**src/rtl/gray_sched_pkg.sv**
```systemverilog
// Shared types and helpers for the Gray-counter run arbiter.
package gray_sched_pkg;

  typedef enum logic [0:0] {IDLE, RUN} state_e;

  localparam int unsigned MaxReq = 8;
  localparam int unsigned IdxW   = 3;

  function automatic logic [31:0] bin2gray(input logic [31:0] b);
    return b ^ (b >> 1);
  endfunction

  // Lowest set request strictly above ptr, else lowest set request overall.
  function automatic logic [IdxW-1:0] rr_pick(input logic [MaxReq-1:0] req,
                                               input logic [IdxW-1:0]   ptr);
    logic [MaxReq-1:0] hi;
    logic [IdxW-1:0]   idx;
    logic              found;
    hi    = req & (8'hfe << ptr);
    idx   = '0;
    found = 1'b0;
    for (int i = 0; i < MaxReq; i++) begin
      if (!found && hi[i]) begin
        idx   = IdxW'(i);
        found = 1'b1;
      end
    end
    for (int i = 0; i < MaxReq; i++) begin
      if (!found && req[i]) begin
        idx   = IdxW'(i);
        found = 1'b1;
      end
    end
    return idx;
  endfunction

endpackage

```
**src/rtl/gray_counter.sv**
```systemverilog
// Binary timebase counter with synchronous clear/enable and Gray-coded output.
module gray_counter
  import gray_sched_pkg::*;
#(
  parameter int unsigned CBITS = 8
) (
  input  logic             clk,
  input  logic             rst,
  input  logic             clr,
  input  logic             en,
  output logic [CBITS-1:0] cnt,
  output logic [CBITS-1:0] gray_c
);

  always_ff @(posedge clk or posedge rst) begin
    if (rst) begin
      cnt <= '0;
    end else if (clr) begin
      cnt <= '0;
    end else if (en) begin
      cnt <= cnt + CBITS'(1);
    end
  end

  assign gray_c = CBITS'(bin2gray(32'(cnt)));

endmodule

```
**src/rtl/gray_run_arbiter.sv**
```systemverilog
// Round-robin owner selection for a shared Gray timebase; one run per grant,
// terminated by done (run length reached) or abort (owner dropped req).
module gray_run_arbiter
  import gray_sched_pkg::*;
#(
  parameter int unsigned NREQ  = 4,
  parameter int unsigned CBITS = 8
) (
  input  logic                  clk,
  input  logic                  rst,
  input  logic [NREQ-1:0]       req,
  input  logic [NREQ*CBITS-1:0] len,
  output logic [NREQ-1:0]       grant,
  output logic                  busy,
  output logic [CBITS-1:0]      gray_c,
  output logic                  done,
  output logic                  abort
);

  state_e            state_q, state_d;
  logic [IdxW-1:0]   owner_q, owner_d, ptr_q, ptr_d, win;
  logic [CBITS-1:0]  last_q, last_d, win_len, cnt;
  logic [MaxReq-1:0] req_ext;
  logic              clr, en;

  assign req_ext = MaxReq'(req);
  assign win     = rr_pick(req_ext, ptr_q);
  assign busy    = (state_q == RUN);

  always_comb begin
    win_len = '0;
    for (int i = 0; i < NREQ; i++) begin
      if (win == IdxW'(i)) win_len = len[i*CBITS +: CBITS];
    end
  end

  always_comb begin
    grant = '0;
    for (int i = 0; i < NREQ; i++) begin
      grant[i] = busy && (owner_q == IdxW'(i));
    end
  end

  always_comb begin
    state_d = state_q;
    owner_d = owner_q;
    ptr_d   = ptr_q;
    last_d  = last_q;
    done    = 1'b0;
    abort   = 1'b0;
    clr     = 1'b0;
    en      = 1'b0;
    unique case (state_q)
      IDLE: begin
        // Counter is pinned at zero while idle.
        clr = 1'b1;
        if (|req) begin
          owner_d = win;
          last_d  = win_len - CBITS'(1);
          state_d = RUN;
        end
      end
      RUN: begin
        en = 1'b1;
        if (!req_ext[owner_q]) begin
          abort   = 1'b1;
          clr     = 1'b1;
          ptr_d   = owner_q;
          state_d = IDLE;
        end else if (cnt == last_q) begin
          done    = 1'b1;
          clr     = 1'b1;
          ptr_d   = owner_q;
          state_d = IDLE;
        end
      end
      default: state_d = IDLE;
    endcase
  end

  always_ff @(posedge clk or posedge rst) begin
    if (rst) begin
      state_q <= IDLE;
      owner_q <= '0;
      ptr_q   <= IdxW'(NREQ - 1);
      last_q  <= '0;
    end else begin
      state_q <= state_d;
      owner_q <= owner_d;
      ptr_q   <= ptr_d;
      last_q  <= last_d;
    end
  end

  gray_counter #(
    .CBITS(CBITS)
  ) u_counter (
    .clk   (clk),
    .rst   (rst),
    .clr   (clr),
    .en    (en),
    .cnt   (cnt),
    .gray_c(gray_c)
  );

endmodule

```
**config.mk**
```make
export PLATFORM = sky130hd
export DESIGN_NAME = gray_run_arbiter
export DESIGN_NICKNAME = d
export VERILOG_FILES = /design/src/rtl/gray_sched_pkg.sv /design/src/rtl/gray_counter.sv /design/src/rtl/gray_run_arbiter.sv
export SDC_FILE = /design/constraint.sdc
export NUM_CORES = 1
export LEC_CHECK = 0
export CAP_MARGIN = 20
export CORE_ASPECT_RATIO = 1.4
export CORE_MARGIN = 4
export CORE_UTILIZATION = 47
export CTS_BUF_LIST = sky130_fd_sc_hd__clkbuf_16
export CTS_CLUSTER_DIAMETER = 80
export DETAILED_ROUTE_END_ITERATION = 10
export HOLD_SLACK_MARGIN = 0.02
export PLACE_DENSITY_LB_ADDON = 0.1
export SLEW_MARGIN = 30
export SYNTH_ARGS = -nofsm -noshare
export SYNTH_HDL_FRONTEND = slang
export SYNTH_SLANG_ARGS = --single-unit
```
**constraint.sdc**
```tcl
create_clock -name clk -period 3 [get_ports clk]
set_input_delay 0.6 -clock clk [delete_from_list [all_inputs] [get_ports clk]]
set_output_delay 0.6 -clock clk [all_outputs]
set_load 0.1 [all_outputs]
```
==> flow_summary.html <==
<table>
<tr><th>Metric</th><th>Value</th></tr>
<tr><th colspan="2">Run status</th></tr>
<tr><td>Status</td><td>complete, no violations</td></tr>
<tr><th colspan="2">Layout</th></tr>
<tr><td>Share of layout cells above drive strength 1</td><td>between 20% and 30%</td></tr>
<tr><td>Number of nets in the finished design</td><td>about 320</td></tr>
<tr><td>Number of antenna cells inserted</td><td>0</td></tr>
<tr><td>Synth-to-layout area growth</td><td>44.4%</td></tr>
<tr><td>Summed area of non-filler cells in the final layout</td><td>about 2600 µm²</td></tr>
<tr><th colspan="2">GRT</th></tr>
<tr><td>Global-route congestion overflow total</td><td>0</td></tr>
<tr><td>Number of antenna violations at the first check in global routing</td><td>0</td></tr>
<tr><td>First-pass GRT wire length</td><td>roughly 7.5 mm</td></tr>
<tr><td>GRT Total Usage</td><td>20.6%</td></tr>
<tr><td>Largest net degree at the start of global routing</td><td>22</td></tr>
<tr><td>Number of global-route vias before repair</td><td>roughly 1800</td></tr>
<tr><th colspan="2">Clock tree</th></tr>
<tr><td>Clock root buffer</td><td>clkbuf_16</td></tr>
<tr><td>Number of clock sinks seen by CTS</td><td>21</td></tr>
<tr><td>Number of levels in the clock H-tree</td><td>1</td></tr>
<tr><td>Clk_lat worst skew</td><td>~0.25 ns</td></tr>
<tr><td>Largest buffer count on any clock path</td><td>2</td></tr>
<tr><td>Hold bufs inserted after CTS</td><td>0</td></tr>
<tr><td>Number of clock buffers inserted by TritonCTS</td><td>3</td></tr>
<tr><td>Clock slew seen by the registers of the worst setup and hold paths</td><td>approximately 0.06 ns</td></tr>
<tr><td>Clock tree from TritonCTS</td><td>yes</td></tr>
<tr><th colspan="2">Synth</th></tr>
<tr><td>Post-Syn Nets</td><td>242</td></tr>
<tr><td>Compound-cell area share of the yosys netlist</td><td>about a fifth</td></tr>
<tr><td>Mean post-synth cell area</td><td>roughly 9.0 µm²</td></tr>
<tr><td>Cell type with the highest aggregate area in the netlist</td><td>dfrtp_1</td></tr>
<tr><td>Fraction of synthesized cell area taken by the top area cell type</td><td>a little over a quarter</td></tr>
<tr><td>Top-count cell post-synth</td><td>nand2_1</td></tr>
<tr><td>Largest cells by area after synthesis</td><td>dfrtp_1 27%, xor2_1 7.9%, nand2_1 6.1%</td></tr>
<tr><td>Synth Area in Adders</td><td>4.94%</td></tr>
<tr><td>Share of async-settable or async-resettable flops after synthesis</td><td>100%</td></tr>
<tr><td>Cell area after technology mapping</td><td>around 1800 µm²</td></tr>
<tr><td>Multiplexer area fraction after synthesis</td><td>roughly 2.5%</td></tr>
<tr><td>Yosys Warn Count</td><td>0</td></tr>
<tr><td>Most common flop cell mapped by yosys</td><td>dfrtp_1</td></tr>
<tr><td>Post-synthesis share of cell area spent on and, or, nand and nor gates</td><td>29.9%</td></tr>
<tr><td>Count of flip-flops with a built-in enable after synthesis</td><td>0</td></tr>
<tr><td>Synthesized instance count</td><td>around 200</td></tr>
<tr><td>Distinct cell type count after synthesis</td><td>60</td></tr>
<tr><td>Commonest cells post-synth</td><td>29 x nand2_1, 22 x nor2_1, 19 x dfrtp_1</td></tr>
<tr><td>Sequential cell area fraction in the yosys report</td><td>~30%</td></tr>
<tr><td>Number of synthesized register bits</td><td>21</td></tr>
<tr><td>Main combinational cell family by area after synthesis</td><td>simple AND/OR/NAND/NOR gates</td></tr>
<tr><td>Parity-gate share of the synthesized area counting xor and xnor cells</td><td>around 8.4%</td></tr>
<tr><th colspan="2">Power and ir drop</th></tr>
<tr><td>Leakage power of the design</td><td>~1.2 nW</td></tr>
<tr><td>Maximum vdd drop</td><td>1.07 mV</td></tr>
<tr><td>Areal power density over the cells</td><td>between 900 and 1000 nW/µm²</td></tr>
<tr><th colspan="2">Routing</th></tr>
<tr><td>Post-DR vias/cell</td><td>5.39</td></tr>
<tr><td># DRC</td><td>0</td></tr>
<tr><td>DRT Pass-1 Iters</td><td>4</td></tr>
<tr><td>WL final</td><td>between 4 and 5 mm</td></tr>
<tr><td>First DRT Iteration DRCs</td><td>43</td></tr>
<tr><td>Residual antenna-violating net count after detailed routing</td><td>0</td></tr>
<tr><td>Mean routed wirelength per cell</td><td>around 15 µm</td></tr>
<tr><td>Vias</td><td>roughly 1700</td></tr>
<tr><th colspan="2">Die</th></tr>
<tr><td>Area of the core</td><td>3640 µm²</td></tr>
<tr><td>Vertical die dimension</td><td>~81 µm</td></tr>
<tr><td>Chip width</td><td>between 50 and 60 µm</td></tr>
<tr><td>Total number of placement rows</td><td>26</td></tr>
<tr><td>Initial standard-cell utilization of the core</td><td>48.6%</td></tr>
<tr><td>Area enclosed by the die boundary</td><td>a little under 5000 µm²</td></tr>
<tr><td>Number of ports placed on the die boundary</td><td>between 50 and 60</td></tr>
<tr><th colspan="2">STA</th></tr>
<tr><td>Maximum clock rate</td><td>~350 MHz</td></tr>
<tr><td>Max-Slew Margin vs Limit</td><td>between 40% and 50%</td></tr>
<tr><td>Post-route setup slack</td><td>0.178 ns</td></tr>
<tr><td>Time the worst path needs with I/O delays and setup</td><td>about 2.8 ns</td></tr>
<tr><td>Unrepaired setup endpoints after global routing</td><td>no</td></tr>
<tr><td>Final Skew</td><td>around 0.0022 ns</td></tr>
<tr><td>Setup violations, final</td><td>0</td></tr>
<tr><td>Max-slew violation count</td><td>0</td></tr>
<tr><td>Final clock period utilization by the worst path</td><td>94.1%</td></tr>
<tr><td>Final Hold Vio Count</td><td>0</td></tr>
<tr><td>Tightest Pin Transition</td><td>around 0.76 ns</td></tr>
<tr><td>Sum of negative setup slack</td><td>0 ns</td></tr>
<tr><td>Tightest hold margin</td><td>slightly below 0.5 ns</td></tr>
<tr><th colspan="2">Worst hold path</th></tr>
<tr><td>Kind of path behind the tightest hold check</td><td>register to register</td></tr>
<tr><th colspan="2">Critical path</th></tr>
<tr><td>Kind of start point of the critical path</td><td>input pin</td></tr>
<tr><td>Endpoint class of the critical path</td><td>primary output</td></tr>
<tr><td>Maximum fanout along the worst path</td><td>8</td></tr>
<tr><td>Arrival time at the worst endpoint</td><td>between 2 and 2.5 ns</td></tr>
<tr><td>Critical path data required time</td><td>approximately 2.4 ns</td></tr>
<tr><td>Classification of the worst setup path</td><td>input pin to primary output</td></tr>
<tr><th colspan="2">Place</th></tr>
<tr><td>Routability cong.</td><td>0.932</td></tr>
<tr><td>IO Port Bufs</td><td>52</td></tr>
<tr><td>Placement-stage worst setup slack</td><td>-0.0973 ns</td></tr>
<tr><td>Post-DP Area</td><td>2460 µm²</td></tr>
<tr><td>Estimated wirelength of the detail-placed design</td><td>3.86 mm</td></tr>
<tr><th colspan="2">Job</th></tr>
<tr><td>Number of violations of the max-capacitance limit</td><td>0</td></tr>
</table>
[path summary, 6_finish.rpt]
kind	startpoint	end	slack, ns	depth (start not counted)
setup / recovery	req[0]	abort	0.18	5
hold / removal	last_q[0]$_DFFE_PP0P_	last_q[0]$_DFFE_PP0P_	0.49	2
setup reg to reg	ptr_q[1]$_DFFE_PP1P_	last_q[6]$_DFFE_PP0P_	0.50	9
hold reg to reg	last_q[0]$_DFFE_PP0P_	last_q[0]$_DFFE_PP0P_	0.49	2
max in group asynchronous	rst	u_counter.cnt[5]$_DFFE_PP0P_	1.74	2
min in group asynchronous	rst	u_counter.cnt[2]$_DFFE_PP0P_	0.78	2
[repair_timing]
action | CTS | global route
endpoints found under the hold margin | 0 | 0
endpoints found under the setup margin | 0 | 2
resized for setup | 0 | 3
setup buffers | 0 | 0
[area by class of cell]
type                            instances  area (µm²)
Inverter                                6        22.5
Sequential cell                        21         528
Timing Repair Buffer                   78         706
Tap cell                               42        52.6
Fill cell                             310        1090
Multi-Input combinational cell        163        1170
Clock inverter                          1        7.51
Clock buffer                            3        75.1
[report_power, final]
part	internal (mW)	switching [mW]	total, mW
registers	0.395	0.144	0.539
clock network	0.180	0.102	0.282
logic	0.615	0.905	1.52
[metal layers]
| metal | up-vias | routed length, µm | share of wire (%) | track usage [%] |
|---|---|---|---|---|
| li1 | 864 | - | - | - |
| met4 | 0 | 123 | 2.7 | 9.76 |
| met1 | 760 | 1680 | 37 | 20.4 |
| met3 | 10 | 247 | 5.4 | 2.57 |
| met5 | - | 0 | 0 | 0 |
| met2 | 57 | 2500 | 55 | 40.0 |
[state kept, by name, indices dropped and copies added, names as in the netlist]
register and cells:
ptr_q 2, last_q 8, u_counter.cnt 8, owner_q 2, busy 1
[kinds of logic (layout without fill, tap and decap cells)]
logic type               after synthesis  in the layout
multiplexers                           3              3
adder cells (fa/ha/maj)                7              7
AO/OA/AOI/OAI                         40             40
buffers and inverters                 13             88
XOR/XNOR                              17             17
AND/OR/NAND/NOR                       96             96
flip-flops                            21             21
[critical path, cell delays in order]
cell,delay (ns)
clkdlybuf4s50_1,0.54
buf_4,0.21
mux4_2,0.51
nor2b_2,0.18
buf_12,0.19
[stage by stage]
stage / utilization, % / power [mW] / std cells
final: 70.2 / 2.34 / 314
after global routing: 70.2 / 2.50 / 314
after CTS: 69.9 / 2.35 / 314
after detailed placement: 67.7 / 2.07 / 310
after global placement: 67.7 / 2.04 / 310
after floorplan: - / 1.63 / 197
[layout by cell type, fill, tap and decap left out, types with 2 or more instances in the layout]
| cell type | instances |
|---|---|
| nor2_2 | 3 |
| nand3_1 | 11 |
| clkbuf_16 | 3 |
| nand4_1 | 6 |
| buf_12 | 2 |
| inv_1 | 5 |
| dfstp_2 | 2 |
| or2b_1 | 4 |
| nor2_1 | 20 |
| o31ai_1 | 2 |
| clkdlybuf4s50_1 | 36 |
| o211ai_1 | 3 |
| or4_1 | 2 |
| xor2_1 | 16 |
| a32oi_1 | 2 |
| ha_1 | 7 |
| nand2_1 | 29 |
| dfrtp_1 | 19 |
| or2_2 | 2 |
| a21oi_1 | 4 |
| nor4_1 | 3 |
| o21ai_0 | 9 |
| mux2_2 | 2 |
| buf_4 | 39 |
(Power assumes the default switching activity.)
